[config.mk]
export PLATFORM = sky130hd
export DESIGN_NAME = sfx_priority_player
export DESIGN_NICKNAME = d
export VERILOG_FILES = /design/src/rtl/sfx_priority_player_pkg.sv /design/src/rtl/sfx_tone_gen.sv /design/src/rtl/sfx_priority_player.sv
export SDC_FILE = /design/constraint.sdc
export NUM_CORES = 1
export LEC_CHECK = 0
export BUFFER_PORTS_ARGS = -buffer_cell sky130_fd_sc_hd__buf_2
export CELL_PAD_IN_SITES_DETAIL_PLACEMENT = 0
export CELL_PAD_IN_SITES_GLOBAL_PLACEMENT = 2
export CORE_ASPECT_RATIO = 1.2
export CORE_MARGIN = 4
export CORE_UTILIZATION = 34
export CTS_CLUSTER_DIAMETER = 80
export DETAILED_ROUTE_END_ITERATION = 10
export PLACE_DENSITY_LB_ADDON = 0.1
export SETUP_SLACK_MARGIN = 0.15
export SLEW_MARGIN = 20
export SYNTH_ARGS = -nofsm -noshare
export SYNTH_HDL_FRONTEND = slang
export SYNTH_SLANG_ARGS = --single-unit
[constraint.sdc]
create_clock -name clk -period 3.25 [get_ports clk]
set_clock_uncertainty 0.05 [all_clocks]
set_input_delay 0.65 -clock clk [delete_from_list [all_inputs] [get_ports clk]]
set_output_delay 0.65 -clock clk [all_outputs]
set_load 0.03 [all_outputs]
[src/rtl/sfx_priority_player_pkg.sv]
// Shared definitions for the sound-effect sequencer: FSM state encoding,
// symbolic channel indices and a small width helper.
package sfx_priority_player_pkg;

  typedef enum logic [1:0] {
    ST_IDLE = 2'd0,
    ST_PLAY = 2'd1,
    ST_GAP  = 2'd2
  } sfx_state_t;

  // Channel roles; a higher index has higher priority.
  localparam int CH_FIRE  = 0;
  localparam int CH_HIT   = 1;
  localparam int CH_CLEAR = 2;
  localparam int CH_BOSS  = 3;

  // $clog2 clamped to at least one bit, so that single-value counters still
  // get a real vector.
  function automatic int clog2_min1(input int n);
    return (n > 1) ? $clog2(n) : 1;
  endfunction

endpackage

[src/rtl/sfx_tone_gen.sv]
// Square-wave generator for the buzzer.
//  clk, reset   : system clock, synchronous active-high reset
//  load         : restart the tone: buzz goes high, counter reloads
//  run          : keep toggling; when both load and run are low, buzz is forced low
//  half_period  : half-period in clk cycles (0 behaves like 1)
//  buzz         : registered square-wave output
module sfx_tone_gen #(
  parameter int HP_W = 20
) (
  input  logic            clk,
  input  logic            reset,
  input  logic            load,
  input  logic            run,
  input  logic [HP_W-1:0] half_period,
  output logic            buzz
);

  logic [HP_W-1:0] r_cnt;
  logic            r_buzz;
  logic [HP_W-1:0] w_reload;

  // A half-period of 0 reloads 0, so it toggles every cycle, the same as 1.
  assign w_reload = (half_period == '0) ? '0 : half_period - HP_W'(1);

  always_ff @(posedge clk) begin
    if (reset) begin
      r_cnt  <= '0;
      r_buzz <= 1'b0;
    end else if (load) begin
      r_cnt  <= w_reload;
      r_buzz <= 1'b1;
    end else if (run) begin
      if (r_cnt == '0) begin
        r_cnt  <= w_reload;
        r_buzz <= ~r_buzz;
      end else begin
        r_cnt  <= r_cnt - HP_W'(1);
      end
    end else begin
      r_buzz <= 1'b0;
    end
  end

  assign buzz = r_buzz;

endmodule

[src/rtl/sfx_priority_player.sv]
// Multi-channel sound-effect sequencer that drives a single piezo buzzer.
// Each channel has its own tone and duration. A higher channel index preempts
// a lower one. Lower-priority requests are queued, one pending bit per channel.
//  clk        : system clock
//  reset      : synchronous, active-high
//  enable     : master sound enable; when low, the block goes silent and forgets pending requests
//  trigger    : per-channel request; a rising edge requests that channel
//  buzz       : square-wave drive
//  busy       : high while a tone or its trailing gap is in progress
//  active_ch  : channel being played (valid while busy)
//  done       : one-cycle pulse when a tone runs its full duration
//  done_ch    : channel that completed (valid with done)
module sfx_priority_player
  import sfx_priority_player_pkg::*;
#(
  parameter int                          CH_COUNT    = 4,
  parameter int                          HP_W        = 20,
  parameter int                          DUR_W       = 8,
  parameter int                          TICK_CYCLES = 100000,
  parameter logic [CH_COUNT*HP_W-1:0]    HALF_PERIOD = {20'd37500, 20'd50000, 20'd75000, 20'd100000},
  parameter logic [CH_COUNT*DUR_W-1:0]   DURATION    = {8'd200, 8'd120, 8'd40, 8'd60},
  parameter int                          GAP_TICKS   = 2,
  localparam int                         CH_W        = clog2_min1(CH_COUNT)
) (
  input  logic                clk,
  input  logic                reset,
  input  logic                enable,
  input  logic [CH_COUNT-1:0] trigger,
  output logic                buzz,
  output logic                busy,
  output logic [CH_W-1:0]     active_ch,
  output logic                done,
  output logic [CH_W-1:0]     done_ch
);

  localparam int TICK_W = clog2_min1(TICK_CYCLES);
  localparam int GAP_W  = clog2_min1(GAP_TICKS + 1);

  sfx_state_t          r_state, w_state_nxt;
  logic [CH_COUNT-1:0] r_trig_prev, r_pending, w_pend_nxt, w_rise, w_dur_nz;
  logic [CH_W-1:0]     r_active_ch, r_done_ch, w_sel_ch;
  logic                w_sel_any;
  logic [DUR_W-1:0]    r_dur, w_sel_dur;
  logic [HP_W-1:0]     w_sel_hp, w_act_hp;
  logic [TICK_W-1:0]   r_tick_cnt;
  logic [GAP_W-1:0]    r_gap;
  logic                r_done;
  logic                w_tick, w_last, w_load, w_done_set, w_run;

  // Edge detection, priority encoding and per-channel parameter lookup.
  always_comb begin
    w_rise    = trigger & ~r_trig_prev;
    w_sel_any = |r_pending;
    w_sel_ch  = '0;
    w_sel_hp  = '0;
    w_sel_dur = '0;
    w_act_hp  = '0;
    w_dur_nz  = '0;
    for (int c = 0; c < CH_COUNT; c++) begin
      if (r_pending[c]) w_sel_ch = CH_W'(c);
      w_dur_nz[c] = (DURATION[c*DUR_W +: DUR_W] != '0);
    end
    for (int c = 0; c < CH_COUNT; c++) begin
      if (CH_W'(c) == w_sel_ch) begin
        w_sel_hp  = HALF_PERIOD[c*HP_W +: HP_W];
        w_sel_dur = DURATION[c*DUR_W +: DUR_W];
      end
      if (CH_W'(c) == r_active_ch) w_act_hp = HALF_PERIOD[c*HP_W +: HP_W];
    end
  end

  assign w_tick = (r_tick_cnt == TICK_W'(TICK_CYCLES - 1));
  assign w_last = w_tick && (r_dur == DUR_W'(1));

  // Next-state logic. A (re)load always beats completion on the same cycle,
  // so a tone cut off on its final tick does not report done.
  always_comb begin
    w_state_nxt = r_state;
    w_load      = 1'b0;
    w_done_set  = 1'b0;
    case (r_state)
      ST_IDLE: begin
        if (w_sel_any) w_load = 1'b1;
      end
      ST_PLAY: begin
        // ">=" lets a retrigger of the active channel restart it.
        if (w_sel_any && (w_sel_ch >= r_active_ch)) begin
          w_load = 1'b1;
        end else if (w_last) begin
          w_done_set  = 1'b1;
          w_state_nxt = (GAP_TICKS == 0) ? ST_IDLE : ST_GAP;
        end
      end
      ST_GAP: begin
        if (w_sel_any && (w_sel_ch > r_active_ch)) begin
          w_load = 1'b1;
        end else if (w_tick && (r_gap == GAP_W'(1))) begin
          w_state_nxt = ST_IDLE;
        end
      end
      default: w_state_nxt = ST_IDLE;
    endcase
    if (w_load) w_state_nxt = ST_PLAY;
    if (!enable) begin
      w_load      = 1'b0;
      w_done_set  = 1'b0;
      w_state_nxt = ST_IDLE;
    end

    w_pend_nxt = r_pending;
    for (int c = 0; c < CH_COUNT; c++) begin
      if (w_load && (CH_W'(c) == w_sel_ch)) w_pend_nxt[c] = 1'b0;
    end
    // A new edge wins over the clear of the channel being loaded.
    w_pend_nxt = w_pend_nxt | (w_rise & w_dur_nz);
    if (!enable) w_pend_nxt = '0;
  end

  assign w_run = (r_state == ST_PLAY) && (w_state_nxt == ST_PLAY) && !w_load;

  always_ff @(posedge clk) begin
    if (reset) r_state <= ST_IDLE;
    else       r_state <= w_state_nxt;
  end

  always_ff @(posedge clk) begin
    if (reset) begin
      r_trig_prev <= trigger;  // a trigger held high through reset gives no edge
      r_pending   <= '0;
      r_active_ch <= '0;
      r_done      <= 1'b0;
      r_done_ch   <= '0;
      r_dur       <= '0;
      r_tick_cnt  <= '0;
      r_gap       <= '0;
    end else begin
      r_trig_prev <= trigger;
      r_pending   <= w_pend_nxt;
      r_done      <= w_done_set;
      if (w_done_set) r_done_ch <= r_active_ch;
      if (w_load) begin
        r_active_ch <= w_sel_ch;
        r_dur       <= w_sel_dur;
        r_tick_cnt  <= '0;  // tick phase aligned to tone start
      end else begin
        r_tick_cnt <= w_tick ? '0 : r_tick_cnt + TICK_W'(1);
        if ((r_state == ST_PLAY) && w_tick) r_dur <= r_dur - DUR_W'(1);
      end
      // The prescaler wraps on the final play tick, so the gap gets whole ticks.
      if (w_done_set)                          r_gap <= GAP_W'(GAP_TICKS);
      else if ((r_state == ST_GAP) && w_tick)  r_gap <= r_gap - GAP_W'(1);
    end
  end

  sfx_tone_gen #(.HP_W(HP_W)) u_tone (
    .clk         (clk),
    .reset       (reset),
    .load        (w_load),
    .run         (w_run),
    .half_period (w_load ? w_sel_hp : w_act_hp),
    .buzz        (buzz)
  );

  assign busy      = (r_state != ST_IDLE);
  assign active_ch = r_active_ch;
  assign done      = r_done;
  assign done_ch   = r_done_ch;

endmodule

; Word level (Yosys, flattened, before mapping)
; Cells that the tools add are included.
[word_totals]
elab_cells = 110
in_bits = 7
output_inout_bits = 7
regBits = 63
[classes]
mux = 47
n_addsub = 5
n_reduce_logical = 26
n_bitwise = 5
magnitude_cmp = 2
eq_ne = 13
[ops]
columns = operator, n
row1 = 2-to-1 mux 20 bit, 11
row2 = zero test 20 bit, 2
row3 = 2-to-1 mux 8 bit, 5
row4 = "subtractor 20 x 1 -> 20 bit, second input constant", 2
row5 = 2-to-1 mux 17 bit, 2
row6 = 2-to-1 mux 2 bit, 10
row7 = "adder 17 x 1 -> 17 bit, second input constant", 1
row8 = "equality test 17 bit, second input constant", 1
row9 = 2-to-1 mux 1 bit, 16
row10 = logical AND 1 bit, 12
row11 = "equality test 2 bit, first input constant", 4
row12 = "equality test 8 x 1 -> 1 bit, second input constant", 1
row13 = nonzero test 2 bit, 4
row14 = "subtractor 8 x 1 -> 8 bit, second input constant", 1
row15 = "equality test 2 x 1 -> 1 bit, second input constant", 3
row16 = zero test 2 bit, 3
row17 = 2-to-1 mux 6 bit, 1
row18 = case mux 2 bit (3 select lines), 1
row19 = AND 4 bit, 1
row20 = "equality test 1 x 2 -> 1 bit, first input constant", 2
row21 = NOT 4 bit, 1
row22 = bitwise OR 4 bit, 1
row23 = OR reduction 2 bit, 2
row24 = OR reduction 4 bit, 1
row25 = 9 further kinds, 10

; Logic depth before layout (Yosys ltp)
[depth]
depth_word = 14
mapped_depth = 13

; Modules after synthesis
; Synthesis repeated with hierarchy kept, for this count alone.
[unflattened]
hier_cells = 468
hier_area_um2 = 3970.1
[modules_own_cells]
columns = mod, instances, cells_per_inst, area_each_um2
row1 = sfx_priority_player, 1, 229, 2120.8
row2 = sfx_tone_gen, 1, 239, 1849.3

; Least setup slack after synthesis
; No wires, ideal clock.
[synth_path]
path_kind = flip-flop to flip-flop
from = register r_pending[2]
to = register u_tone.r_cnt[3]
setup_ns = 0.092
required_ns = 3.108
period_less_slack_ns = 3.093
slack_ns = 0.157
arrival_time_ns = 2.951
stages_incl_launch_ff = 14
path_cell_list = dfxtp_1 inv_1 a21oi_1 ha_1 a21o_1 a211o_1 a21oi_1 clkbuf_1 nand2_1 o21ai_0 ha_1 a21oi_1 a31oi_1 o32ai_1
[synth_via]
elab_chain_len = 13
elab_cells_between_ends = 37
classes_between = add/sub (1) / order compare (2) / eq/ne (4) / mux (21) / reduce/logical (9)
[synth_lines]
columns = item, line
row1 = start: declaration, sfx_priority_player.sv:40  ; logic [CH_COUNT-1:0] r_trig_prev, r_pending, w_pend_nxt, w_rise, w_dur_nz;
row2 = start signal: assignment, sfx_priority_player.sv:138  ; r_pending <= w_pend_nxt;
row3 = 2-to-1 mux 2 bit (2 in a row), sfx_priority_player.sv:60  ; if (r_pending[c]) w_sel_ch = CH_W'(c);
row4 = "greater-than comparator 2 bit, or another cell as far along", sfx_priority_player.sv:95  ; if (w_sel_any && (w_sel_ch > r_active_ch)) begin
row5 = "logical AND 1 bit, or another cell as far along", sfx_priority_player.sv:95
row6 = "2-to-1 mux 1 bit, or another cell as far along", sfx_priority_player.sv:95
row7 = case mux 1 bit (3 select lines) / 2-to-1 mux 20 bit (equally long branches), "sfx_priority_player.sv:81, sfx_priority_player.sv:64"
row8 = 2-to-1 mux 1 bit / 2-to-1 mux 20 bit (equally long branches), "sfx_priority_player.sv:104, sfx_priority_player.sv:64"
row9 = 2-to-1 mux 20 bit, sfx_priority_player.sv:160  ; .half_period (w_load ? w_sel_hp : w_act_hp),
row10 = subtractor 20 x 1 -> 20 bit / zero test 20 bit (equally long branches), sfx_tone_gen.sv:23  ; assign w_reload = (half_period == '0) ? '0 : half_period - HP_W'(1);
row11 = 2-to-1 mux 20 bit, sfx_tone_gen.sv:23
row12 = 2-to-1 mux 20 bit, sfx_tone_gen.sv:33  ; if (r_cnt == '0) begin
row13 = 2-to-1 mux 20 bit, sfx_tone_gen.sv:32  ; end else if (run) begin
row14 = 2-to-1 mux 20 bit, sfx_tone_gen.sv:29  ; end else if (load) begin
row15 = end signal: assignment, sfx_tone_gen.sv:30  ; r_cnt <= w_reload;
row16 = end signal: assignment, sfx_tone_gen.sv:34  ; r_cnt <= w_reload;
row17 = end signal: assignment, sfx_tone_gen.sv:37  ; r_cnt <= r_cnt - HP_W'(1);
row18 = end: declaration, sfx_tone_gen.sv:18  ; logic [HP_W-1:0] r_cnt;
; Parallel ways exist; a longest one is shown, timed or not. The select of a mux whose other input is x is not followed.
; A chain may end at the register's enable or synchronous reset.

; Worst setup path in the final report
[layout_path]
from = register r_pending[3]
to = register u_tone.r_cnt[3]
[layout_via]
elab_chain_len = 12
elab_cells_between_ends = 36
classes_between = add/sub (1) / order compare (2) / eq/ne (4) / mux (20) / reduce/logical (9)
[layout_lines]
columns = item, line
row1 = 2-to-1 mux 2 bit (*), sfx_priority_player.sv:60
row2 = named net w_sel_ch[1], sfx_priority_player.sv:41  ; logic [CH_W-1:0] r_active_ch, r_done_ch, w_sel_ch;
row3 = "greater-than comparator 2 bit, or another cell as far along", sfx_priority_player.sv:95
row4 = "logical AND 1 bit, or another cell as far along", sfx_priority_player.sv:95
row5 = "2-to-1 mux 1 bit, or another cell as far along", sfx_priority_player.sv:95
row6 = case mux 1 bit (3 select lines) / 2-to-1 mux 20 bit (equally long branches), "sfx_priority_player.sv:81, sfx_priority_player.sv:64"
row7 = 2-to-1 mux 1 bit / 2-to-1 mux 20 bit (equally long branches), "sfx_priority_player.sv:104, sfx_priority_player.sv:64"
row8 = 2-to-1 mux 20 bit, sfx_priority_player.sv:160
row9 = subtractor 20 x 1 -> 20 bit / zero test 20 bit (equally long branches), sfx_tone_gen.sv:23
row10 = 2-to-1 mux 20 bit, sfx_tone_gen.sv:23
row11 = 2-to-1 mux 20 bit, sfx_tone_gen.sv:33
row12 = 2-to-1 mux 20 bit, sfx_tone_gen.sv:32
row13 = 2-to-1 mux 20 bit, sfx_tone_gen.sv:29
; The timed path passes the listed nets; every way through them passes the cells marked *. The select of a mux whose other input is x is not followed.

==> results.yml <==
status:
  outcome: "completed"
timing:
  tightest_slew_ns: 0.568
  setup_viol: 0
  setup_ws_ns: 0.458
  max_slew_margin_pct: 61.8
  min_period_ns: 2.79
  fin_crit_sh_pct: 85.9
  rsz0062_at_grt: "no"
  slew_violations: 0
  timing.fmax_mhz: 358
  hold_viol: 0
  fin_tns_setup_ns: 0
clocking:
  clock-sinks: 63
  cts_buffers: 9
  cts_tree: "built"
  cts.path.max_buffers: 2
  clkTransAtPathRegs_ns: 0.05
  htreeDepth: 3
  clk_latency_ns: 0.34
  clock_tree.root_cell: "clkbuf_16"
  cts_hold_buf: 0
setup_path:
  worst-setup-path-type: "reg2reg"
  cp.arrival_ns: 2.98
  cp.required_ns: 3.44
  cp_slowest_stage_delay_ns: 0.38
  startpoint: "r_pending[3]$_SDFF_PP0_"
  endpoint_kind: "register"
  crit_path_start_kind: "register"
  worstPathMaxFanout: 7
  cp_cell_sequence: "nor2_1 -> inv_1 -> ha_1 -> a21o_1 -> a211o_1 -> a211oi_1 -> a31oi_1 -> ha_1 -> a21oi_1 -> a31oi_1 -> o32ai_1"
  r2r_start: "r_pending[3]$_SDFF_PP0_"
  cp_slowest_cell: "dfxtp_1"
pwr:
  power.leakage_nw: 1.51
  swShare_pct: 35.3
  clkPwrFrac_pct: 36.3
  p_seq_share_pct: 32.2
  p_sw_mw: 0.996
  ir_worst_vdd_mv: 0.247
  p_int_mw: 1.82
  power_density_nw_per_um2: 689
  comb_power_share_pct: 31.4
logic_synthesis:
  synth_area_um2: 3480
  synth_nets: 442
  ys_seq_area_share_pct: 36.2
  dominantRegCellSynth: "dfxtp_1"
  ys_ff_latch: 63
  synth-async-reset-ratio_pct: 0
  yosysUniqueCellTypes: 62
  yosysWarnings: 0
  synth_cells: 425
  avgSynthCellArea_um2: 8.20
  synth_edf_count: 0
routing:
  drt-initial-drc-count: 113
  num_vias: 3149
  vias_per_cell: 5.41
  firstDrtPassIters: 4
  drtAntennaViolNets: 0
  route.detailed.drc: 0
  wire_per_inst_um: 17.6
  drt-total-wl_um: 10300
floorplan:
  coreArea_um2: 10000
  initial_core_util_pct: 34.8
  row_count: 40
  die_area_um2: 11900
  ios: 14
  die_y_um: 119
  die_w_um: 100
placement:
  io_buffers: 13
  dp_worst_setup_slack_ns: 0.356
  gp_congestion: 0.865
  dp_hpwl_um: 7590
grt:
  antenna_found_initial: 0
  grt.total_usage_pct: 18.0
  grt_pass1_wl_um: 16700
  grt_max_degree: 29
  grt_pass1_vias: 3153
  grt_overflow: 0
layout:
  final_common_cell: "dfxtp_1"
  fillers: 1053
  drive_above_1_share_pct: 13.4
  syn2layout_area_growth_pct: 17.4
  nets: 469
  final_cell_mix: "dfxtp_1 (62), nor2_1 (55), nand2_1 (30)"
  n_antenna_cell: 0
  final-seq-area_um2: 1260
  multi_input_area_um2: 2070
min_path:
  worstHoldStart: "trigger[3]"
  min_path_type: "in2reg"
job:
  max_cap_violations: 0
==> synth_stat cells, types with 9 or more instances <==
master	instances	area share [%]
a211oi_1	10	2.2
a21oi_1	26	3.7
a31oi_1	11	2.0
dfxtp_1	63	36
ha_1	10	3.6
inv_1	20	2.2
nand2_1	30	3.2
nand3_1	22	3.2
nor2_1	55	5.9
nor2b_1	9	1.6
nor3_1	17	2.4
o21ai_0	13	1.9
xnor2_1	13	3.3
xor2_1	13	3.3
==> critical path: cells and delay by family, from the launching register on <==
family	cells	cell delay, ns
buffers and inverters	1	0.09
DFF	1	0.38
and+or+nand+nor	1	0.15
AOI/OAI and AO/OA	7	1.37
adders and majority gates	2	0.66
==> cells by family (layout without fill, tap and decap cells) <==
kind of cell | Yosys count | in the layout | synth area share (%)
multiplexers | 3 | 3 | 0.898
XOR/XNOR | 26 | 26 | 6.54
buffers and inverters | 36 | 67 | 4.49
adder cells (fa/ha/maj) | 10 | 10 | 3.59
AO/OA/AOI/OAI | 103 | 103 | 20.3
AND/OR/NAND/NOR | 184 | 184 | 27.9
flip-flops | 63 | 63 | 36.2
==> final cells by class <==
type	instances	area share, %
clock buffers	13	6.85
clock inverters	2	0.918
inverters	20	1.84
multi-input cells	326	50.6
flip-flops and latches	63	30.9
well taps	126	3.85
repair buffers	32	5.08
==> power by group through the flow <==
stage               Combinational, mW  Sequential (mW)  Clock [mW]
floorplan                       0.656            0.910           0
global route                    0.988            0.917        1.08
CTS                             0.886            0.906        1.05
detailed placement              0.880            0.923           0
global placement                0.894            0.923           0
finish                          0.886            0.908        1.02
==> final timing paths <==
path,endpoint,slack (ns),cells past startpoint
worst max-delay path,u_tone.r_cnt[3]$_SDFFE_PP0P_,0.46,11
worst min-delay path,r_trig_prev[3]$_DFF_P_,0.38,1
worst max register to register,u_tone.r_cnt[3]$_SDFFE_PP0P_,0.46,11
worst min register to register,r_tick_cnt[0]$_SDFF_PP0_,0.41,1
==> routing by layer <==
metal	vias to the layer above	wire [um]	global-route usage, %
met1	1477	4480	21.8
met3	19	251	3.10
met2	46	5230	30.0
met4	0	297	9.69
met5	-	0	0
li1	1607	-	-
==> registers in the layout, indices dropped and copies added (netlist names), 2 cells and up <==
| name | count |
|---|---|
| u_tone.r_cnt | 20 |
| r_tick_cnt | 17 |
| r_dur | 8 |
| r_pending | 4 |
| r_trig_prev | 4 |
| active_ch | 2 |
| done_ch | 2 |
| r_gap | 2 |
| r_state | 2 |
==> through the flow <==
| step | util [%] | area (um2) | hold WS [ns] | power, mW | std cells |
|---|---|---|---|---|---|
| after floorplan | - | 3480 | 0.376 | 1.57 | 425 |
| after global placement | 37.6 | 3770 | 0.397 | 1.82 | 567 |
| after detailed placement | 37.6 | 3770 | 0.403 | 1.80 | 567 |
| after CTS | 40.8 | 4090 | 0.365 | 2.85 | 582 |
| after global routing | 40.9 | 4090 | 0.373 | 2.98 | 582 |
| final | 40.9 | 4090 | 0.376 | 2.82 | 582 |
==> timing repair <==
| action | in CTS | in global routing |
|---|---|---|
| setup buffers | 0 | 0 |
| resized for setup | 0 | 2 |
| endpoints found under the setup margin | 0 | 1 |
(Power assumes the default switching activity.)
